**src/rtl/subword_access.sv**
```systemverilog
// Sub-word load/store unit between the memory stage and a word-addressed data cache port.
// Latency: load / word store N+1 cycles, sub-word store N1+N2+1, rejected request 1 cycle.
// Backpressure: requests are sampled only in IDLE (busy=0); cache stalls by withholding dhit.
//
// Ports:
//   CLK, RST              clock, asynchronous active-high reset
//   req_ren / req_wen     load / store request, sampled in IDLE only
//   req_size              00 byte, 01 halfword, 10 word, 11 illegal
//   req_signed            sign-extend sub-word loads
//   req_addr, req_wdata   byte address, right-justified store data
//   req_rdata             load result, valid with req_done
//   req_done, req_err     completion pulse, error pulse (with req_done)
//   busy                  high whenever not IDLE
//   dREN, dWEN, daddr     cache read/write enables, word-aligned address
//   dstore, dload, dhit   cache write data, read data, access-complete strobe
module subword_access (
  input  logic        CLK,
  input  logic        RST,
  input  logic        req_ren,
  input  logic        req_wen,
  input  logic [1:0]  req_size,
  input  logic        req_signed,
  input  logic [31:0] req_addr,
  input  logic [31:0] req_wdata,
  output logic [31:0] req_rdata,
  output logic        req_done,
  output logic        req_err,
  output logic        busy,
  output logic        dREN,
  output logic        dWEN,
  output logic [31:0] daddr,
  output logic [31:0] dstore,
  input  logic [31:0] dload,
  input  logic        dhit
);

  localparam logic [1:0] SZ_BYTE = 2'b00;
  localparam logic [1:0] SZ_HALF = 2'b01;
  localparam logic [1:0] SZ_WORD = 2'b10;

  typedef enum logic [2:0] {
    IDLE  = 3'd0,
    READ  = 3'd1,
    WRITE = 3'd2,
    DONE  = 3'd3,
    ERR   = 3'd4
  } state_t;

  state_t      state_q,  state_d;
  logic [31:0] addr_q,   addr_d;
  logic [1:0]  size_q,   size_d;
  logic        sgn_q,    sgn_d;
  logic        store_q,  store_d;
  // Only the low halfword is ever merged; full-word stores go straight to dstore.
  logic [15:0] wdata_q,  wdata_d;
  logic [31:0] dstore_q, dstore_d;
  logic [31:0] rdata_q,  rdata_d;

  logic        req_bad;

  // Big-endian lane select followed by sign/zero extension.
  function automatic logic [31:0] extract_lane(
    input logic [31:0] word,
    input logic [1:0]  sz,
    input logic [1:0]  off,
    input logic        sx
  );
    logic [7:0]  b;
    logic [15:0] h;
    logic [31:0] r;
    case (off)
      2'd0:    b = word[31:24];
      2'd1:    b = word[23:16];
      2'd2:    b = word[15:8];
      default: b = word[7:0];
    endcase
    h = off[1] ? word[15:0] : word[31:16];
    case (sz)
      SZ_BYTE: r = {{24{sx & b[7]}}, b};
      SZ_HALF: r = {{16{sx & h[15]}}, h};
      default: r = word;
    endcase
    return r;
  endfunction

  // Replace only the addressed lane of the fetched word.
  function automatic logic [31:0] merge_lane(
    input logic [31:0] word,
    input logic [1:0]  sz,
    input logic [1:0]  off,
    input logic [15:0] wd
  );
    logic [31:0] r;
    r = word;
    if (sz == SZ_BYTE) begin
      case (off)
        2'd0:    r[31:24] = wd[7:0];
        2'd1:    r[23:16] = wd[7:0];
        2'd2:    r[15:8]  = wd[7:0];
        default: r[7:0]   = wd[7:0];
      endcase
    end else if (sz == SZ_HALF) begin
      if (off[1]) r[15:0]  = wd;
      else        r[31:16] = wd;
    end
    return r;
  endfunction

  // Rejected requests never touch the cache.
  always_comb begin
    req_bad = 1'b0;
    if (req_ren && req_wen)                               req_bad = 1'b1;
    if (req_size == 2'b11)                                req_bad = 1'b1;
    if (req_size == SZ_HALF && req_addr[0])               req_bad = 1'b1;
    if (req_size == SZ_WORD && (req_addr[1:0] != 2'b00))  req_bad = 1'b1;
  end

  always_comb begin
    state_d  = state_q;
    addr_d   = addr_q;
    size_d   = size_q;
    sgn_d    = sgn_q;
    store_d  = store_q;
    wdata_d  = wdata_q;
    dstore_d = dstore_q;
    rdata_d  = rdata_q;

    case (state_q)
      IDLE: begin
        if (req_ren || req_wen) begin
          addr_d  = req_addr;
          size_d  = req_size;
          sgn_d   = req_signed;
          store_d = req_wen;
          wdata_d = req_wdata[15:0];
          if (req_bad) begin
            state_d = ERR;
          end else if (req_wen && req_size == SZ_WORD) begin
            // Full-word store needs no fetch.
            dstore_d = req_wdata;
            state_d  = WRITE;
          end else begin
            state_d = READ;
          end
        end
      end

      READ: begin
        if (dhit) begin
          if (store_q) begin
            dstore_d = merge_lane(dload, size_q, addr_q[1:0], wdata_q);
            state_d  = WRITE;
          end else begin
            rdata_d = extract_lane(dload, size_q, addr_q[1:0], sgn_q);
            state_d = DONE;
          end
        end
      end

      WRITE: begin
        if (dhit) state_d = DONE;
      end

      DONE:    state_d = IDLE;
      ERR:     state_d = IDLE;
      default: state_d = IDLE;
    endcase
  end

  always_ff @(posedge CLK or posedge RST) begin
    if (RST) begin
      state_q  <= IDLE;
      addr_q   <= '0;
      size_q   <= '0;
      sgn_q    <= 1'b0;
      store_q  <= 1'b0;
      wdata_q  <= '0;
      dstore_q <= '0;
      rdata_q  <= '0;
    end else begin
      state_q  <= state_d;
      addr_q   <= addr_d;
      size_q   <= size_d;
      sgn_q    <= sgn_d;
      store_q  <= store_d;
      wdata_q  <= wdata_d;
      dstore_q <= dstore_d;
      rdata_q  <= rdata_d;
    end
  end

  // Moore decode of the registered state; reset forces all of these low at once.
  assign dREN      = (state_q == READ);
  assign dWEN      = (state_q == WRITE);
  assign req_done  = (state_q == DONE) || (state_q == ERR);
  assign req_err   = (state_q == ERR);
  assign busy      = (state_q != IDLE);
  assign daddr     = {addr_q[31:2], 2'b00};
  assign dstore    = dstore_q;
  // Last load result is kept across stores and errors, but reads as zero during ERR.
  assign req_rdata = (state_q == ERR) ? 32'h0 : rdata_q;

endmodule

```
**config.mk**
```make
export PLATFORM = sky130hd
export DESIGN_NAME = subword_access
export DESIGN_NICKNAME = d
export VERILOG_FILES = /design/src/rtl/subword_access.sv
export SDC_FILE = /design/constraint.sdc
export NUM_CORES = 1
export LEC_CHECK = 0
export BUFFER_PORTS_ARGS = -buffer_cell sky130_fd_sc_hd__buf_2
export CAP_MARGIN = 0
export CORE_MARGIN = 2
export CORE_UTILIZATION = 56
export CTS_BUF_LIST = sky130_fd_sc_hd__clkbuf_16
export DETAILED_ROUTE_END_ITERATION = 16
export GPL_TIMING_DRIVEN = 0
export HOLD_SLACK_MARGIN = 0.03
export PLACE_DENSITY = 0.89
export SLEW_MARGIN = 10
export SYNTH_ARGS = -nofsm -noshare
export SYNTH_HDL_FRONTEND = slang
export SYNTH_SLANG_ARGS = --single-unit
export TNS_END_PERCENT = 20
```
**constraint.sdc**
```tcl
create_clock -name CLK -period 5.97 [get_ports CLK]
set_input_delay 0.8955 -clock CLK [delete_from_list [all_inputs] [get_ports CLK]]
set_output_delay 0.8955 -clock CLK [all_outputs]
set_load 0.03 [all_outputs]
```
======== Word level (Yosys, flattened, before mapping) ========
Index checks and enable logic that the tools add are counted.
storage, ports and cells
  output and inout bits ................... 101
  flip-flop bits (word level) ............. 119
  word-level logic and storage cells ...... 76
cells by class
  multiplexer cells ....................... 32
  equal/unequal tests ..................... 16
  reductions and logical operators ........ 17
  bitwise operators ....................... 3
operators with widths
  cell                  count
  $mux W32              8
  $pmux W32 S2          2
  $mux W8               7
  $mux W16              3
  $pmux W8 S3           1
  $mux W3               4
  $pmux W3 S3           1
  $eq A2 B1 Y1 const B  3
  $eq A2 B2 Y1 const B  3
  $eq A3 B2 Y1 const B  2
  $ne A2 B1 Y1 const B  3
  $ne A2 B2 Y1 const B  3
  $reduce_and A3 Y1     2
  $reduce_and A6 Y1     1
  $mux W1               5
  $logic_and A1 B1 Y1   4
  $logic_not A2 Y1      2
  $reduce_bool A2 Y1    2
  $eq A3 B1 Y1 const B  1
  $eq A3 B3 Y1 const B  1
  $logic_not A3 Y1      1
  $reduce_bool A3 Y1    1
  $reduce_or A3 Y1      1
  $and A1 B1 Y1         2
  other kinds (4)       5

======== Longest topological paths before layout ========
  depth after elaboration ................. 8
  gate-level depth with buffers ........... 8
  depth with buffers taken out ............ 5

======== Worst setup path after synthesis ========
Ideal clock, no wire load.
  path kind ............................... reg2out
  start point ............................. register state_q[1]
  end point ............................... output port req_done
  buffers on the path ..................... 2
  cell stages (with the launch flop) ...... 5
  setup slack ............................. 3167 ps
  required time ........................... 5075 ps
  data arrival time ....................... 1908 ps
  cells stage by stage .................... dfrtp_1 -> buf_2 -> nor3b_1 -> clkbuf_1 -> o21bai_1
between the ends
  longest elaborated chain between the ends .. 2
  elaborated cells between the ends (all ways) .. 3
  classes of those cells .................. eq/ne (2); reduce/logical (1)
ends and longest elaborated chain
  item                    RTL line  source
  from (decl)             49        state_t state_q, state_d;
  from (signal assigned)  181       state_q <= state_d;
  $eq A3 B3 Y1            -
  via req_err             27        output logic req_err,
  $logic_or A1 B1 Y1      195       assign req_done = (state_q == DONE) || (state_q == ERR);
  to (decl)               26        output logic req_done,
The timed path passes the listed nets, and every way through them passes these cells.

======== Final worst setup path ========
  start point ............................. register state_q[1]
  end point ............................... output port req_done
between the ends
  longest elaborated chain between the ends .. 2
  elaborated cells between the ends (all ways) .. 3
  classes of those cells .................. eq/ne (2); reduce/logical (1)
ends and longest elaborated chain
  item                                          RTL line
  $eq A3 B2 Y1 or $eq A3 B3 Y1 (tied branches)  195
  $logic_or A1 B1 Y1 (*)                        195
Mark *: on every way between the ends. The rest lies on a longest branch, timed or not.

==> results <==
- The run finished with clean final reports.
- The number of gates resized after CTS was 0.
- Once the clock tree was built, the setup fixing pass inserted 0 buffers.
- The placeable core area is 0.0114 mm2.
- The worst slew margin relative to its limit is 39.0%.
- The share of the clock period used by the worst path after layout is 58.4%.
- The final clock skew is 7.69 ps.
- The remaining antenna violation count is 0.
- For this design the top-level I/O count stands at 205.
- The floorplan step defined a die boundary enclosing 0.0125 mm2.
- The detailed router finished its first iteration with 539 violations.
- STA classifies the critical path endpoint as an output port.
- The TritonCTS sink count is 119.
- Compared with the post-synthesis result, the final layout area differs by 28.5%.
- The most numerous cell type found on the critical path is sky130_fd_sc_hd__buf_2.
- The buffers plus inverters on the worst setup path is 3.
- The die is 112 um tall.
- In this run, synthesis inferred 0 flip-flops with an integrated enable.
- Dividing the detail-routed wire length by the instance count gives 18.3 um.
- The initialized floorplan defines 39 standard-cell rows.
- Traced cell by cell, the critical path runs through buf_2 > nor3b_1 > clkbuf_1 > o21bai_1 > buf_2.
- The vias after detailed routing is 5,924.
- The Yosys warning count is 0.
- At the end of routability-driven placement, the weighted congestion stood at 0.979.
- Setup repair after global routing left no endpoint under its margin.
- Hold timing on the final database bottoms out at a slack of 467 ps.
- In the layout the commonest cells are sky130_fd_sc_hd__buf_2 (219), sky130_fd_sc_hd__dfrtp_1 (119), sky130_fd_sc_hd__mux2_2 (69).
- The hold buffer count at CTS is 0.
- After synthesis, flip-flops and latches occupy 45.7% of the total area.
- The path class of the lowest-slack min-delay path is reg2reg.
- Of all flip-flops after synthesis, the portion carrying an async set or reset was 100%.
- After synthesis, the share of cell area in mux cells is 17.0%.
- Derived from the worst setup path, the maximum achievable clock frequency is 0.287 GHz.
- The final-layout fill cell count is 838.
- The xor-xnor portion of the synthesized cell area is 0.134%.
- The clock tree root buffer cell is sky130_fd_sc_hd__clkbuf_16.
- The most used flip-flop cell after synthesis is sky130_fd_sc_hd__dfrtp_1.
- The worst-case IR drop observed on VDD is 0.000488 V.
- The total number of H-tree levels is 4.
- Counting I/O delays and the setup requirement, the final critical path takes 3480 ps.
- Counting the buffers created by CTS gives 17.
- In this run the static leakage power is 4.13 nW.
- After detailed routing, the number of remaining DRC violations is 0.
- The first global-routing pass estimated 30,200 um of wire.
- The synthesized area is 0.00652 mm2.
- Data on the critical path is required at its endpoint by 5070 ps.
- Summing all multi-input logic gate instances after layout gives 0.00302 mm2.
- The routed via count divided by cell count is 5.73.
- The class of the most critical setup path is reg2out.
- The half-perimeter wire length after detailed placement is 14,100 um.
- The flip-flop and latch area is 0.00298 mm2.
- The total power density per cell area is 652 mW/mm2.
- The arrival time at the worst endpoint is 2590 ps.
- The count of final setup violators is 0.
- Grouping stages by cell kind, the critical path spends the most delay in buffers and inverters.
- The slew at the pin with the worst max-slew slack is 907 ps.
- The count of final max-slew check failures is 0.
- Averaged over all synthesized cells, the footprint is 9.99 um2.
- In this run the worst path has a maximum fanout of 10.
- The final hold violation count is 0.
- The final routed wirelength across all metal layers is 18,900 um.
- The share of layout cells above drive strength 1 is 41.3%.
- The via count of the first global-routing pass came to 5,917.
- For this run, the post-layout net count is 980.
- The highest cell delay on the worst timing path is 720 ps.
- The first TritonRoute pass finished after 5 iterations.
- The count of input and output buffers is 202.
- The longest clock path from root to sink contains 2 buffers.
- The tool flagged a number of max-cap violations equal to 0.
- In the global route stage, overall resource usage came out at 31.1%.
- The gate count after technology mapping is 653.
- The compound-cell area share of the yosys netlist is 13.4%.
- The initial antenna violation count is 2.
- The sum of negative setup slack is 0 ps.
- The clock insertion delay at the later pin of the skew report is 420 ps.
- The cell type of the slowest stage on the worst timing path is sky130_fd_sc_hd__nor3b_1.
- The global route total overflow is 0.
- STA classifies the critical path startpoint as a flip-flop.
- The largest net degree at the start of global routing is 69.
- Clock-pin slew was measured on the worst setup and hold paths at 50 ps.
- The main combinational cell family by area after synthesis is multiplexers.
- Synthesis inferred 119 register bits.
- The CTS tree is yes.
- For this configuration, the core starts out at a cell density of 57.4%.
- The share of synthesized cell area in full adder, half adder and majority cells is 0%.
- The fraction of the mapped netlist area in simple logic gates is 15.6%.
- The commonest non-fill, non-tap cell in the layout is sky130_fd_sc_hd__buf_2.
- The post-synthesis cell type count is 48.
- From left edge to right edge, the die measures 112 um.
flip-flops by register name, summed over array words and instances, names as in the netlist:
signal,cells
size_q,2
store_q,1
rdata_q,32
state_q,3
sgn_q,1
dstore,32
addr_q,32
wdata_q,16
path summary, 6_finish.rpt:
check / start / slack [ps] / to / depth (start not counted)
min: rdata_q[14]$_DFFE_PP0P_ / 470 / rdata_q[14]$_DFFE_PP0P_ / 1
max: state_q[1]$_DFFE_PP0P_ / 2490 / req_done / 5
max reg2reg: state_q[1]$_DFFE_PP0P_ / 3830 / wdata_q[5]$_DFFE_PP0P_ / 6
max in group asynchronous: RST / 4720 / rdata_q[26]$_DFFE_PP0P_ / 3
min reg2reg: rdata_q[14]$_DFFE_PP0P_ / 470 / rdata_q[14]$_DFFE_PP0P_ / 1
min in group asynchronous: RST / 580 / addr_q[25]$_DFFE_PP0P_ / 2
cell families after synthesis:
family,after synthesis
flops,119
buf+inv,99
compound gates,137
simple gates,198
mux,98
xor+xnor,1
other cells,1
report_power, final:
group          internal (W)  switching (W)
registers           0.00121       0.000245
logic               0.00113        0.00180
clock network      0.000699       0.000382
total               0.00304        0.00243
layer usage:
layer / track usage [%] / wire [um] / share of wire (%) / vias up
li1: - / - / - / 2734
met1: 38.9 / 7450 / 39 / 2742
met2: 48.6 / 8480 / 45 / 382
met3: 12.0 / 2330 / 12 / 66
met4: 12.8 / 651 / 3.4 / 0
met5: 0 / 0 / 0 / -
synth_stat cells (2+ instances only):
library cell | n | area (um2)
sky130_fd_sc_hd__a21o_1 | 9 | 67.6
sky130_fd_sc_hd__a21oi_1 | 40 | 200
sky130_fd_sc_hd__a221o_1 | 6 | 60.1
sky130_fd_sc_hd__a221oi_1 | 9 | 78.8
sky130_fd_sc_hd__a22o_1 | 2 | 17.5
sky130_fd_sc_hd__a31oi_1 | 17 | 106
sky130_fd_sc_hd__and3_1 | 2 | 12.5
sky130_fd_sc_hd__buf_1 | 2 | 7.51
sky130_fd_sc_hd__buf_2 | 17 | 85.1
sky130_fd_sc_hd__buf_4 | 37 | 278
sky130_fd_sc_hd__clkbuf_1 | 29 | 109
sky130_fd_sc_hd__dfrtp_1 | 119 | 2980
sky130_fd_sc_hd__inv_1 | 13 | 48.8
sky130_fd_sc_hd__mux2_1 | 22 | 248
sky130_fd_sc_hd__mux2_2 | 69 | 777
sky130_fd_sc_hd__mux2i_1 | 6 | 60.1
sky130_fd_sc_hd__nand2_1 | 50 | 188
sky130_fd_sc_hd__nand2b_1 | 10 | 62.6
sky130_fd_sc_hd__nand3_1 | 48 | 240
sky130_fd_sc_hd__nor2_1 | 24 | 90.1
sky130_fd_sc_hd__nor2b_1 | 40 | 250
sky130_fd_sc_hd__nor3_1 | 2 | 10.0
sky130_fd_sc_hd__nor3b_1 | 2 | 15.0
sky130_fd_sc_hd__o21ai_0 | 18 | 90.1
sky130_fd_sc_hd__o21ai_1 | 7 | 35.0
sky130_fd_sc_hd__o21bai_1 | 2 | 15.0
sky130_fd_sc_hd__o22ai_1 | 6 | 37.5
sky130_fd_sc_hd__o31ai_1 | 16 | 120
sky130_fd_sc_hd__or2_1 | 2 | 12.5
sky130_fd_sc_hd__or3_1 | 9 | 56.3
metrics by stage:
stage	power (W)	cell area (um2)	std cells	worst slack (ps)	utilization (%)
after floorplan	0.00359	6530	654	1920	-
after global placement	0.00429	7710	999	584	67.9
after detailed placement	0.00436	7750	1000	3020	68.1
after CTS	0.00546	8380	1032	2520	73.7
after global routing	0.00578	8380	1032	2300	73.7
final	0.00547	8380	1033	2490	73.7
layout make-up:
class / instances / area share (%)
clock buffers: 17 / 5.08
diodes: 1 / 0.0299
flip-flops and latches: 119 / 35.5
inverters: 14 / 0.687
clock inverters: 15 / 2.45
multi-input cells: 436 / 36.0
well taps: 143 / 2.13
repair buffers: 203 / 12.4
plain buffers: 85 / 5.72
Note: power is estimated with default switching activity, not from simulation.
